$ cat src/rtl/ps2_pkg.sv
// Shared scan-code-set-2 constants and decoder state encoding for the PS/2 keyboard path.
package ps2_pkg;

    // Prefix bytes that open multi-byte sequences
    localparam logic [7:0] SC_E0 = 8'hE0;
    localparam logic [7:0] SC_F0 = 8'hF0;
    localparam logic [7:0] SC_E1 = 8'hE1;

    // Modifier make codes (right ctrl is SC_CTRL behind an E0 prefix)
    localparam logic [7:0] SC_LSHIFT = 8'h12;
    localparam logic [7:0] SC_RSHIFT = 8'h59;
    localparam logic [7:0] SC_CTRL   = 8'h14;
    localparam logic [7:0] SC_CAPS   = 8'h58;

    // Keyboard responses that never form part of a key sequence
    localparam logic [7:0] SC_BAT_OK  = 8'hAA;
    localparam logic [7:0] SC_ACK     = 8'hFA;
    localparam logic [7:0] SC_ECHO    = 8'hEE;
    localparam logic [7:0] SC_RESEND  = 8'hFE;
    localparam logic [7:0] SC_OVRUN0  = 8'h00;
    localparam logic [7:0] SC_OVRUN1  = 8'hFF;

    // Bytes following E1 in the Pause sequence (E1 14 77 E1 F0 14 F0 77)
    localparam logic [2:0] E1_SKIP_LEN = 3'd7;

    typedef enum logic [2:0] {
        ST_IDLE,
        ST_E0,
        ST_F0,
        ST_E0F0,
        ST_SKIP_E1
    } dec_state_t;

    function automatic logic is_response(input logic [7:0] b);
        return (b == SC_BAT_OK) || (b == SC_ACK) || (b == SC_ECHO) ||
               (b == SC_RESEND) || (b == SC_OVRUN0) || (b == SC_OVRUN1);
    endfunction

endpackage

$ cat src/rtl/ps2_set2_to_ascii.sv
// Combinational scan-code-set-2 make code to US-layout ASCII lookup.
module ps2_set2_to_ascii
    import ps2_pkg::*;
(
    input  logic [7:0] code,
    input  logic       shift,
    input  logic       caps,
    input  logic       ctrl,
    output logic [7:0] ascii,
    output logic       hit
);

    logic [7:0] lo;
    logic [7:0] hi;
    logic       letter;

    // Table lookup: lo is the unshifted character, hi the shifted one
    always_comb begin
        lo     = 8'h00;
        hi     = 8'h00;
        letter = 1'b0;
        hit    = 1'b1;
        case (code)
            8'h1C: begin lo = 8'h61; letter = 1'b1; end
            8'h32: begin lo = 8'h62; letter = 1'b1; end
            8'h21: begin lo = 8'h63; letter = 1'b1; end
            8'h23: begin lo = 8'h64; letter = 1'b1; end
            8'h24: begin lo = 8'h65; letter = 1'b1; end
            8'h2B: begin lo = 8'h66; letter = 1'b1; end
            8'h34: begin lo = 8'h67; letter = 1'b1; end
            8'h33: begin lo = 8'h68; letter = 1'b1; end
            8'h43: begin lo = 8'h69; letter = 1'b1; end
            8'h3B: begin lo = 8'h6A; letter = 1'b1; end
            8'h42: begin lo = 8'h6B; letter = 1'b1; end
            8'h4B: begin lo = 8'h6C; letter = 1'b1; end
            8'h3A: begin lo = 8'h6D; letter = 1'b1; end
            8'h31: begin lo = 8'h6E; letter = 1'b1; end
            8'h44: begin lo = 8'h6F; letter = 1'b1; end
            8'h4D: begin lo = 8'h70; letter = 1'b1; end
            8'h15: begin lo = 8'h71; letter = 1'b1; end
            8'h2D: begin lo = 8'h72; letter = 1'b1; end
            8'h1B: begin lo = 8'h73; letter = 1'b1; end
            8'h2C: begin lo = 8'h74; letter = 1'b1; end
            8'h3C: begin lo = 8'h75; letter = 1'b1; end
            8'h2A: begin lo = 8'h76; letter = 1'b1; end
            8'h1D: begin lo = 8'h77; letter = 1'b1; end
            8'h22: begin lo = 8'h78; letter = 1'b1; end
            8'h35: begin lo = 8'h79; letter = 1'b1; end
            8'h1A: begin lo = 8'h7A; letter = 1'b1; end
            8'h45: begin lo = 8'h30; hi = 8'h29; end
            8'h16: begin lo = 8'h31; hi = 8'h21; end
            8'h1E: begin lo = 8'h32; hi = 8'h40; end
            8'h26: begin lo = 8'h33; hi = 8'h23; end
            8'h25: begin lo = 8'h34; hi = 8'h24; end
            8'h2E: begin lo = 8'h35; hi = 8'h25; end
            8'h36: begin lo = 8'h36; hi = 8'h5E; end
            8'h3D: begin lo = 8'h37; hi = 8'h26; end
            8'h3E: begin lo = 8'h38; hi = 8'h2A; end
            8'h46: begin lo = 8'h39; hi = 8'h28; end
            8'h0E: begin lo = 8'h60; hi = 8'h7E; end
            8'h4E: begin lo = 8'h2D; hi = 8'h5F; end
            8'h55: begin lo = 8'h3D; hi = 8'h2B; end
            8'h54: begin lo = 8'h5B; hi = 8'h7B; end
            8'h5B: begin lo = 8'h5D; hi = 8'h7D; end
            8'h5D: begin lo = 8'h5C; hi = 8'h7C; end
            8'h4C: begin lo = 8'h3B; hi = 8'h3A; end
            8'h52: begin lo = 8'h27; hi = 8'h22; end
            8'h41: begin lo = 8'h2C; hi = 8'h3C; end
            8'h49: begin lo = 8'h2E; hi = 8'h3E; end
            8'h4A: begin lo = 8'h2F; hi = 8'h3F; end
            8'h29: begin lo = 8'h20; hi = 8'h20; end
            8'h5A: begin lo = 8'h0D; hi = 8'h0D; end
            8'h66: begin lo = 8'h08; hi = 8'h08; end
            8'h76: begin lo = 8'h1B; hi = 8'h1B; end
            8'h0D: begin lo = 8'h09; hi = 8'h09; end
            default: hit = 1'b0;
        endcase
    end

    // Case selection: caps only affects letters, ctrl folds letters to control codes
    always_comb begin
        if (letter) begin
            ascii = (shift ^ caps) ? (lo & 8'hDF) : lo;
            if (ctrl) ascii = ascii & 8'h1F;
        end else begin
            ascii = shift ? hi : lo;
        end
    end

endmodule

$ cat src/rtl/ps2_key_decoder.sv
// Scan-code-set-2 sequence decoder with modifier tracking and an ASCII output FIFO.
module ps2_key_decoder
    import ps2_pkg::*;
#(
    parameter int FIFO_DEPTH = 4
) (
    input  logic       CLK,
    input  logic       reset_n,
    input  logic [7:0] in_data,
    input  logic       in_valid,
    input  logic       in_error,
    output logic       key_event,
    output logic [7:0] key_code,
    output logic       key_extended,
    output logic       key_release,
    output logic       shift,
    output logic       ctrl,
    output logic       caps_lock,
    output logic [7:0] out_ascii,
    output logic       out_valid,
    input  logic       out_ready,
    output logic       overflow
);

    localparam int AW = (FIFO_DEPTH > 1) ? $clog2(FIFO_DEPTH) : 1;
    localparam int CW = AW + 1;
    localparam logic [AW-1:0] PTR_ONE = AW'(1);
    localparam logic [CW-1:0] CNT_ONE = CW'(1);
    localparam logic [CW-1:0] CNT_FULL = CW'(FIFO_DEPTH);

    dec_state_t state, state_nx;
    logic [2:0] skip_count, skip_nx;
    logic       emit, emit_ext, emit_rel;

    logic lshift_held, rshift_held, lctrl_held, rctrl_held, caps_held;

    logic [7:0] lut_ascii;
    logic       lut_hit;
    logic       push_req, push_ok, pop, full;

    logic [7:0]    mem [FIFO_DEPTH];
    logic [AW-1:0] wr_ptr, rd_ptr;
    logic [CW-1:0] count;

    // Sequence state register
    always_ff @(posedge CLK) begin
        if (!reset_n) begin
            state      <= ST_IDLE;
            skip_count <= 3'd0;
        end else begin
            state      <= state_nx;
            skip_count <= skip_nx;
        end
    end

    // Next-state: prefixes advance, a receiver error abandons any partial sequence
    always_comb begin
        state_nx = state;
        skip_nx  = skip_count;
        if (in_error) begin
            state_nx = ST_IDLE;
            skip_nx  = 3'd0;
        end else if (in_valid) begin
            case (state)
                ST_IDLE: begin
                    if (in_data == SC_E0)      state_nx = ST_E0;
                    else if (in_data == SC_F0) state_nx = ST_F0;
                    else if (in_data == SC_E1) begin
                        state_nx = ST_SKIP_E1;
                        skip_nx  = E1_SKIP_LEN;
                    end
                end
                ST_E0:      state_nx = (in_data == SC_F0) ? ST_E0F0 : ST_IDLE;
                ST_F0:      state_nx = ST_IDLE;
                ST_E0F0:    state_nx = ST_IDLE;
                ST_SKIP_E1: begin
                    skip_nx = skip_count - 3'd1;
                    if (skip_count <= 3'd1) state_nx = ST_IDLE;
                end
                default:    state_nx = ST_IDLE;
            endcase
        end
    end

    // Event outputs: which byte completes a key sequence, and with which prefixes
    always_comb begin
        emit     = 1'b0;
        emit_ext = 1'b0;
        emit_rel = 1'b0;
        if (in_valid && !in_error) begin
            case (state)
                ST_IDLE: emit = (in_data != SC_E0) && (in_data != SC_F0) &&
                                (in_data != SC_E1) && !is_response(in_data);
                ST_E0: begin
                    emit     = (in_data != SC_F0) && (in_data != SC_LSHIFT);
                    emit_ext = 1'b1;
                end
                ST_F0: begin
                    emit     = 1'b1;
                    emit_rel = 1'b1;
                end
                ST_E0F0: begin
                    emit     = (in_data != SC_LSHIFT);
                    emit_ext = 1'b1;
                    emit_rel = 1'b1;
                end
                default: emit = 1'b0;
            endcase
        end
    end

    // Key event register: fields hold until the next completed sequence
    always_ff @(posedge CLK) begin
        if (!reset_n) begin
            key_event    <= 1'b0;
            key_code     <= 8'h00;
            key_extended <= 1'b0;
            key_release  <= 1'b0;
        end else begin
            key_event <= emit;
            if (emit) begin
                key_code     <= in_data;
                key_extended <= emit_ext;
                key_release  <= emit_rel;
            end
        end
    end

    // Modifier tracking, updated alongside the event so the next key sees it
    always_ff @(posedge CLK) begin
        if (!reset_n) begin
            lshift_held <= 1'b0;
            rshift_held <= 1'b0;
            lctrl_held  <= 1'b0;
            rctrl_held  <= 1'b0;
            caps_held   <= 1'b0;
            caps_lock   <= 1'b0;
        end else if (emit) begin
            if (!emit_ext && in_data == SC_LSHIFT) lshift_held <= !emit_rel;
            if (!emit_ext && in_data == SC_RSHIFT) rshift_held <= !emit_rel;
            if (!emit_ext && in_data == SC_CTRL)   lctrl_held  <= !emit_rel;
            if (emit_ext && in_data == SC_CTRL)    rctrl_held  <= !emit_rel;
            if (!emit_ext && in_data == SC_CAPS) begin
                if (emit_rel) begin
                    caps_held <= 1'b0;
                end else if (!caps_held) begin
                    caps_lock <= !caps_lock;
                    caps_held <= 1'b1;
                end
            end
        end
    end

    assign shift = lshift_held | rshift_held;
    assign ctrl  = lctrl_held | rctrl_held;

    ps2_set2_to_ascii u_lut (
        .code  (key_code),
        .shift (shift),
        .caps  (caps_lock),
        .ctrl  (ctrl),
        .ascii (lut_ascii),
        .hit   (lut_hit)
    );

    // A full FIFO still accepts a push when the head leaves in the same cycle
    assign push_req  = key_event & ~key_extended & ~key_release & lut_hit;
    assign full      = (count == CNT_FULL);
    assign out_valid = (count != '0);
    assign pop       = out_valid & out_ready;
    assign push_ok   = push_req & (~full | pop);
    assign out_ascii = out_valid ? mem[rd_ptr] : 8'h00;

    // FIFO storage, written only on an accepted push
    always_ff @(posedge CLK) begin
        if (push_ok) mem[wr_ptr] <= lut_ascii;
    end

    // FIFO pointers, occupancy and sticky overflow
    always_ff @(posedge CLK) begin
        if (!reset_n) begin
            wr_ptr   <= '0;
            rd_ptr   <= '0;
            count    <= '0;
            overflow <= 1'b0;
        end else begin
            if (push_ok) wr_ptr <= wr_ptr + PTR_ONE;
            if (pop)     rd_ptr <= rd_ptr + PTR_ONE;
            case ({push_ok, pop})
                2'b10:   count <= count + CNT_ONE;
                2'b01:   count <= count - CNT_ONE;
                default: count <= count;
            endcase
            if (push_req && full && !pop) overflow <= 1'b1;
        end
    end

endmodule

$ cat config.mk
export PLATFORM = sky130hd
export DESIGN_NAME = ps2_key_decoder
export DESIGN_NICKNAME = d
export VERILOG_FILES = /design/src/rtl/ps2_pkg.sv /design/src/rtl/ps2_set2_to_ascii.sv /design/src/rtl/ps2_key_decoder.sv
export SDC_FILE = /design/constraint.sdc
export NUM_CORES = 1
export LEC_CHECK = 0
export CAP_MARGIN = 40
export CORE_ASPECT_RATIO = 1.1
export CORE_MARGIN = 2
export CORE_UTILIZATION = 50
export CTS_BUF_LIST = sky130_fd_sc_hd__clkbuf_8
export DETAILED_ROUTE_END_ITERATION = 12
export PLACE_DENSITY = 0.77
export RECOVER_POWER = 100
export SLEW_MARGIN = 0
export SYNTH_ARGS = -nofsm -noshare
export SYNTH_HDL_FRONTEND = slang
export SYNTH_HIERARCHICAL = 1
export SYNTH_SLANG_ARGS = --single-unit
export TNS_END_PERCENT = 5
$ cat constraint.sdc
create_clock -name CLK -period 9.2 [get_ports CLK]
set_input_delay 0.92 -clock CLK [delete_from_list [all_inputs] [get_ports CLK]]
set_output_delay 0.92 -clock CLK [all_outputs]
set_load 0.005 [all_outputs]
Yosys cells after proc, flatten, opt, wreduce, memory -nomap -nowiden
Memories as Yosys holds them, arrays and structs flattened. A register that Yosys moved wholly into a read port is not among the register bits. Index checks and enable logic that the tools add are counted.

Register bits after elaboration: 31. RAM bits: 32. ROM bits: 0. Bits of input ports: 13. Word-level logic and storage cells: 190. Memories kept: 1. Output and inout bits: 24. Bits in latches: 0.

Memories: mem (words 4, bits a word 8, rd ports 1, clocked after memory_dff 1, write ports 1, line ps2_key_decoder.sv:41) `logic [7:0] mem [FIFO_DEPTH];`.

$mul: 0. Multiplexer cells: 31. $lt $le $gt $ge: 1. Equality and inequality tests: 80. Add/subtract/negate cells: 5. Div/mod/pow operators: 0. Reductions and logical operators: 41. Bitwise gates (word level): 15. Shifts and indexed selects: 0.

Operators with widths (count): $pmux W7 S52 (1); $eq A8 B6 Y1 const B (23); $pmux W7 S26 (1); $eq A8 B7 Y1 const B (22); $eq A8 B5 Y1 const B (9); $eq A8 B8 Y1 const B (8); $reduce_or A52 Y1 (1); $reduce_or A26 Y1 (1); $ne A8 B8 Y1 const B (3); $mux W3 (7); $eq A8 B4 Y1 const B (2); $mux W8 (2); $mux W7 (2); $logic_and A1 B1 Y1 (12); $pmux W3 S2 (2); $mux W1 (10); $reduce_and A2 Y1 (5); $pmux W3 S3 (1); $logic_not A8 Y1 (1); $ne A2 B2 Y1 const B (4); $ne A8 B5 Y1 const B (1); $eq A3 B2 Y1 const B (2); $eq A3 B3 Y1 const B (2); $logic_not A1 Y1 (6); 23 further kinds (45).

Logic depth before layout (Yosys ltp)
Gate-level depths: netlist of the first run.

Word-level depth: 11. Depth in mapped cells: 16. Mapped depth without buffers: 12.

Cells and area by module
The synthesis of the first run kept the hierarchy.

By module, submodules not included: ps2_key_decoder (cells an instance 274, instances 1, area each 3089.2 sq um, sequential area each 1621.6 sq um); ps2_set2_to_ascii (cells an instance 226, instances 1, area each 1561.5 sq um, sequential area each 0.0 sq um).

Worst setup path after synthesis of the first run
No wires, ideal clock.

Path kind: register -> register. Start point: reg key_code[5]. End point: reg count[2]. Path buffers: 3. Stages on the path, launching flop included: 14. Period minus slack after synthesis: 3462 ps. Slack: 5738 ps. Library setup time: 129 ps. Arrival: 3333 ps. Data required time: 9071 ps. Cell sequence: dfxtp_1 -> buf_2 -> buf_2 -> mux2_2 -> nand4_1 -> nor4b_2 -> nand2_1 -> nand4bb_1 -> clkbuf_1 -> nand3_1 -> fa_1 -> or3_1 -> a311oi_1 -> nor2_1.

Cells in the longest elaborated chain, start to end: 7. Elaborated cells on any way between the ends: 60. Those cells by class: eq/ne (54); mux (2); bitwise (2); reduce/logical (2).

Ends and longest elaborated chain: start: declaration (line ps2_key_decoder.sv:13) `output logic [7:0] key_code,`; start signal: assignment (line ps2_key_decoder.sv:122) `key_code <= in_data;`; $eq A8 B7 Y1 (tied with other cells) (line ps2_set2_to_ascii.sv:23) `case (code)`; $reduce_or A52 Y1 (no line) (*); $mux W1 (*) (line ps2_set2_to_ascii.sv:23); net lut_hit (line ps2_key_decoder.sv:38) `logic lut_hit;`; $and A1 B1 Y1 (*) (line ps2_key_decoder.sv:167) `assign push_req = key_event & ~key_extended & ~key_release & lut_hit;`; $and A1 B1 Y1 (*) (line ps2_key_decoder.sv:171) `assign push_ok = push_req & (~full | pop);`; $eq A2 B1 Y1 / $eq A2 B2 Y1 (equally long branches) (line ps2_key_decoder.sv:189) `case ({push_ok, pop})`; $pmux W3 S2 / $reduce_bool A2 Y1 (equally long branches); end signal: assignment (line ps2_key_decoder.sv:190) `2'b10: count <= count + CNT_ONE;`; end signal: assignment (line ps2_key_decoder.sv:191) `2'b01: count <= count - CNT_ONE;`; end signal: assignment (line ps2_key_decoder.sv:192) `default: count <= count;`; end: declaration (line ps2_key_decoder.sv:43) `logic [CW-1:0] count;`.

The timed path passes the listed nets; every way through them passes the cells marked *. A chain may end at the register's enable or synchronous reset.

Final worst setup path of the first run
Start point: reg key_code[2]. End point: reg count[2].

Same word-level chain as after synthesis.

==> results of run 1 <==
==> worst max-delay path by stage <==
stage / start / to
after global routing: key_code[2] / count[2]
final: key_code[2] / count[2]
after CTS: key_code[6] / count[2]
after detailed placement: key_code[6] / count[2]
after global placement: key_code[4] / count[2]
after floorplan: key_code[5] / count[2]
==> power by group through the flow <==
stage,clock network [uW],logic [uW],registers [uW]
2_1_floorplan,0,46.8,313
3_3_place_gp,0,61.5,317
3_5_place_dp,0,62.3,317
4_1_cts,280,62.6,310
5_1_grt,296,67.9,311
6_report,275,62.3,310
==> worst min-delay path, delay by kind of cell, from the launching register on <==
kind | cells | cell delay (ns)
mux | 1 | 0.05
flops | 1 | 0.31
simple gates | 1 | 0.05
==> final cells by class <==
cell class                 instances  area, um2  area share, %
multi-input combinational        376       2690           52.5
sequential                        65       1620           31.6
timing repair buffer              42        398           7.76
tap                              114        143           2.78
clock buffer                       9        124           2.42
clock inverter                     7        100           1.95
inverter                          13       48.8          0.952
==> synth_stat cells (6+ instances only) <==
cell / n
a21oi_1: 29
and2_1: 15
buf_2: 13
buf_4: 6
buf_6: 7
clkbuf_1: 18
dfxtp_1: 33
edfxtp_1: 32
ha_1: 6
inv_1: 13
mux2i_1: 9
mux4_2: 8
nand2_1: 32
nand2b_1: 7
nand3_1: 22
nand3_2: 9
nand4_1: 9
nor2_1: 35
nor2b_1: 9
nor3_1: 7
nor3b_1: 7
nor4b_1: 6
o211ai_1: 7
o21ai_0: 15
o21ai_1: 8
or3_1: 9
==> sequential cells by signal, summed over array words and instances, names as in the netlist, 2 cells and up, named ones only <==
register,count
count,3
key_code,8
mem,32
rd_ptr,2
skip_count,3
state,3
wr_ptr,2
==> kinds of logic (layout without fill, tap and decap cells) <==
kind of cell | after synthesis | after routing | share of synthesized area (%)
other cells | 1 | 1 | 0.0806
buf+inv | 59 | 71 | 6.73
fa+ha+maj | 7 | 7 | 2.04
flops | 65 | 65 | 34.9
compound gates | 123 | 123 | 18.5
simple gates | 217 | 217 | 29.8
xor+xnor | 10 | 10 | 1.88
mux | 18 | 18 | 6.05
==> routing by layer <==
layer,up-vias,track usage (%)
met1,1928,32.5
li1,1910,-
met4,0,9.18
met2,220,38.1
met3,41,5.26
met5,-,0
==> through the flow <==
| step | hold WS [ns] | setup slack, ns | utilization, % | instances |
|---|---|---|---|---|
| finish | 0.456 | 3.96 | 57.2 | 626 |
| global route | 0.480 | 3.59 | 57.2 | 626 |
| CTS | 0.461 | 4.96 | 57.6 | 626 |
| detailed placement | 0.451 | 4.97 | 55.1 | 610 |
| global placement | 0.438 | 5.14 | 55.0 | 609 |
| floorplan | 0.429 | 5.74 | - | 500 |
==> run_results.csv, run 1 <==
group,metric,value,unit
finish,final_common_cell,"nor2_1",
critical_path,critical-path-max-stage-delay,1.09,ns
logic_synthesis,synth-edff-count,32,
place,port_buffers,36,
pwr,p_leak,0.00171,uW
critical_path,arrival,5.46,ns
global_route,grt_pass1_vias,3806,
drt,wire_per_inst,18.7,um
finish,fillers,807,
logic_synthesis,synth_area_leader_cell,"edfxtp_1",
logic_synthesis,ys_types,86,
critical_path,crit_family,"simple AND/OR/NAND/NOR gates",
drt,drc,0,
global_route,grt_max_degree,36,
hold_path,hold_depth,2,
sta,period_needed,5.24,ns
floorplan,fp-row-count,36,
finish,stdcell_area,5130,um2
finish,area_delta_synth_final,10.3,%
clock_tree,postCtsResizedCells,0,
clock_tree,tritoncts,"done",
global_route,grt_use_total,24.3,%
logic_synthesis,ys_seq_area_share,34.9,%
critical_path,r2r-start,"key_code[2]",
floorplan,coreArea,8960,um2
pwr,pwr-share-comb,9.6,%
logic_synthesis,synth.top_cell.area_share,20.7,%
logic_synthesis,ys_top_cells_by_area,"edfxtp_1 21%, dfxtp_1 14%, mux4_2 3.9%",
place,dp_hpwl,8.49,mm
drt,firstDrtPassIters,6,
global_route,grt_antenna_before_repair,0,
logic_synthesis,syn-num-nets,520,
finish,layout_common_cells,"35 x nor2_1, 33 x dfxtp_1, 32 x nand2_1, 32 x edfxtp_1, 31 x a21oi_1",
place,placed_area,4940,um2
sta,setup_viol,0,
sta,finalHoldViolCount,0,
pwr,power_density,126,nW/um2
hold_path,min_path_type,"flop to flop",
drt,met2_length,5.60,mm
clock_tree,clockBufferDepth,2,
logic_synthesis,ys_seq_elements,65,
global_route,gr-total-overflow,0,
pwr,total_power,648,uW
clock_tree,clock_latency,0.35,ns
pwr,switching_share,25.5,%
critical_path,cp_max_fo,35,
sta,worstMarginPinSlew,1.52,ns
logic_synthesis,ys.flop_type,"dfxtp_1",
sta,fin_tns_setup,0,ns
clock_tree,clockRootBuffer,"clkbuf_8",
floorplan,boundaryPins,37,
critical_path,rrSetupSlack,3.96,ns
drt,initialDrtViolationCount,439,
floorplan,die_y,105,um
drt,viasPerCell,6.55,
critical_path,cp.depth,12,
critical_path,cp_slowest_cell,"clkbuf_1",
floorplan,dieWidth,96.0,um
pwr,p_switching,165,uW
critical_path,rr_endpoint,"count[2]",
flow_run,cap_viol_max_count,1,
drt,routed.top_layer,"met4",
logic_synthesis,synth_cells,500,
drt,ant_nets,0,
sta,slew_viol_final,36,
drt,wirelength,11.7,mm
logic_synthesis,synthArstFlopShare,0,%
hold_path,min_to,"rshift_held",
logic_synthesis,avgSynthCellArea,9.30,um2
critical_path,reg2reg_depth,12,
clock_tree,postCtsSetupBuffers,0,
place,routabilityCongestion,1.10,
sta,clock.fmax,191,MHz
critical_path,end_kind,"flop",
pwr,ir_drop,0.0000809,V
critical_path,worstSetupPathType,"flop to flop",
critical_path,worstSetupStartpointType,"flop",
sta,rsz0062_at_grt,"no",
logic_synthesis,yosys_warnings,6,
global_route,grt_pass1_wl,19.4,mm
clock_tree,clock_sink_count,65,
clock_tree,ctsHoldBuffers,0,
logic_synthesis,netlist_area,4650,um2
critical_path,cp_num_buf_inv,1,
sta,fin_skew,0.0160,ns
clock_tree,numCtsBuffers,9,
floorplan,initial_core_util,51.9,%
drt,vias,4099,
clock_tree,cts.clk_slew.worst_paths,0.09,ns
finish,drive_above_1_share,9.96,%
clock_tree,cts_max_level,3,
pwr,p_int,483,uW
critical_path,critical_path_required,9.42,ns
run_status,violations,"max-capacitance violations, max-slew violations",
finish,antenna_cells,0,
drt,met3WireLength,875,um
sta,maxSlewHeadroom,-1.31,%
sta,fin_crit_sh,56.9,%
critical_path,path_cells,"clkbuf_1 -> nor2b_1 -> mux2_2 -> nand4_1 -> nor4b_1 -> nand2_1 -> nand4bb_1 -> nand3_1 -> fa_1 -> or3_1 -> a311oi_1 -> nor2_1",
run_status,status,"finished with violations",
floorplan,die_area,10100,um2
finish,nNetsFinal,527,
pwr,p_seq_share,47.9,%
pwr,p_clk_share,42.5,%
drt,met1_length,4.85,mm
hold_path,hold_start,"rshift_held",
Note: power is estimated with default switching activity, not from simulation.
==> run 2: changes to the inputs <==
==> constraint.sdc (replaced) <==
create_clock -name CLK -period 5 [get_ports CLK]
set_input_delay 0.5 -clock CLK [delete_from_list [all_inputs] [get_ports CLK]]
set_output_delay 0.5 -clock CLK [all_outputs]
set_load 0.005 [all_outputs]
==> run 2 against run 1 <==
The flow now finishes without violations. Non-clock buffer count grew 8. Design area rose by 1.2%. Via count down 0.12%. Count of clock-buffer cells in the layout rose by 1. Cell count grew 1.3%.
==> run_results.csv, run 2 (synthesis results as in run 1) <==
group,metric,value,unit
global_route,grt_pass1_vias,3879,
sta,clock.fmax,226,MHz
floorplan,coreArea,8960,um2
place,dp_hpwl,8.91,mm
critical_path,reg2reg_depth,12,
finish,top_register,"mem",
pwr,power_density,221,nW/um2
sta,fin_skew,0.0120,ns
global_route,grt_antenna_before_repair,0,
place,placed_area,5010,um2
clock_tree,numCtsBuffers,9,
critical_path,end_kind,"flop",
finish,antenna_cells,0,
finish,final_common_cell,"nor2_1",
place,routabilityCongestion,0.988,
clock_tree,clock_sink_count,65,
sta,worstMarginPinSlew,1.21,ns
clock_tree,ctsHoldBuffers,0,
global_route,grt_max_degree,28,
pwr,p_switching,296,uW
floorplan,boundaryPins,37,
clock_tree,clockBufferDepth,2,
floorplan,die_area,10100,um2
floorplan,initial_core_util,51.9,%
sta,setup_viol,0,
global_route,grt_use_total,24.4,%
pwr,p_leak,0.00176,uW
finish,area_delta_synth_final,11.5,%
floorplan,fp-row-count,36,
flow_run,cap_viol_max_count,0,
finish,final_cells,634,
global_route,gr-total-overflow,0,
clock_tree,postCtsSetupBuffers,0,
pwr,p_clk_share,39.7,%
finish,finalCoreUtilization,57.9,%
clock_tree,tritoncts,"done",
place,port_buffers,36,
pwr,pwr-share-comb,10.2,%
clock_tree,cts.clk_slew.worst_paths,0.08,ns
clock_tree,cts_max_level,3,
finish,largest_register_ff_count,32,
critical_path,rr_endpoint,"count[2]",
critical_path,arrival,4.64,ns
clock_tree,clock_latency,0.35,ns
drt,viasPerCell,6.46,
finish,top_regs,"mem x32, key_code x8",
critical_path,worstSetupStartpointType,"flop",
drt,initialDrtViolationCount,362,
finish,nNetsFinal,535,
finish,stdcell_area,5190,um2
critical_path,cp_max_fo,16,
finish,layout_common_cells,"35 x nor2_1, 33 x dfxtp_1, 32 x nand2_1, 32 x edfxtp_1, 30 x a21oi_1",
global_route,grt_pass1_wl,19.2,mm
finish,drive_above_1_share,11.9,%
critical_path,worstSetupPathType,"flop to flop",
sta,rsz0062_at_grt,"no",
floorplan,die_y,105,um
place,placedCellCount,618,
drt,drc,0,
pwr,switching_share,25.8,%
critical_path,r2r-start,"key_code[6]",
sta,finalHoldViolCount,0,
pwr,p_seq_share,50.1,%
critical_path,crit_path_end,"count[2]",
hold_path,min_path_type,"flop to flop",
drt,vias,4094,
pwr,p_int,851,uW
floorplan,dieWidth,96.0,um
critical_path,critical_path_required,5.22,ns
drt,wire_per_inst,18.9,um
sta,fin_crit_sh,88.3,%
finish,fillers,752,
critical_path,critPathLaunch,"key_code[6]",
pwr,total_power,1150,uW
sta,slew_viol_final,0,
sta,period_needed,4.42,ns
sta,maxSlewHeadroom,18.8,%
pwr,ir_drop,0.000151,V
critical_path,rrSetupSlack,0.58,ns
clock_tree,clockRootBuffer,"clkbuf_8",
drt,wirelength,12.0,mm
drt,ant_nets,0,
clock_tree,postCtsResizedCells,0,
drt,firstDrtPassIters,5,
sta,fin_tns_setup,0,ns
run_status,status,"completed",
## run 2: worst min path at each step
stage,slack [ns],from,cells after the start,end
2_1_floorplan,0.43,lshift_held,2,lshift_held
3_5_place_dp,0.45,lshift_held,2,lshift_held
4_1_cts,0.47,rshift_held,2,rshift_held
6_report,0.47,lshift_held,2,lshift_held
3_3_place_gp,0.44,lshift_held,2,lshift_held
5_1_grt,0.49,lshift_held,2,lshift_held
## run 2: metal layers
metal	wire [um]	vias to the layer above	global-route usage, %
li1	-	1935	-
met2	5660	219	38.8
met5	0	-	0
met3	925	49	5.70
met1	4920	1891	30.9
met4	499	0	11.8
## run 2: area by class of cell
cell class              instances  area (um2)  share of cell area (%)
well taps                     114         143                    2.75
clock buffers                  10         138                    2.65
clock inverters                 6        65.1                    1.25
inverters                      13        48.8                   0.941
flip-flops and latches         65        1620                    31.3
repair buffers                 50         473                    9.12
multi-input cells             376        2700                    52.0
## run 2: power by group through the flow
stage | Combinational, uW | Sequential [uW] | Clock, uW
after detailed placement | 116 | 587 | 0
final | 117 | 575 | 455
after floorplan | 86.1 | 576 | 0
after global routing | 126 | 576 | 484
after CTS | 117 | 575 | 463
after global placement | 112 | 591 | 0
## run 2: worst max-delay path, stage by stage (launching register included)
cell       delay (ns)
dfxtp_1          0.70
clkbuf_1         0.43
and4b_1          0.25
o31ai_1          0.35
nand4_1          0.16
nor4b_2          0.56
nand2_1          0.15
nand4bb_1        0.33
nand3_1          0.15
fa_1             0.45
or3_1            0.39
a311oi_1         0.29
nor2_1           0.06
## run 2: metrics by stage
step	setup WS [ns]	hold slack, ns
2_1_floorplan	1.54	0.429
3_3_place_gp	0.893	0.439
3_5_place_dp	0.854	0.450
4_1_cts	0.814	0.466
5_1_grt	0.207	0.488
6_report	0.584	0.466
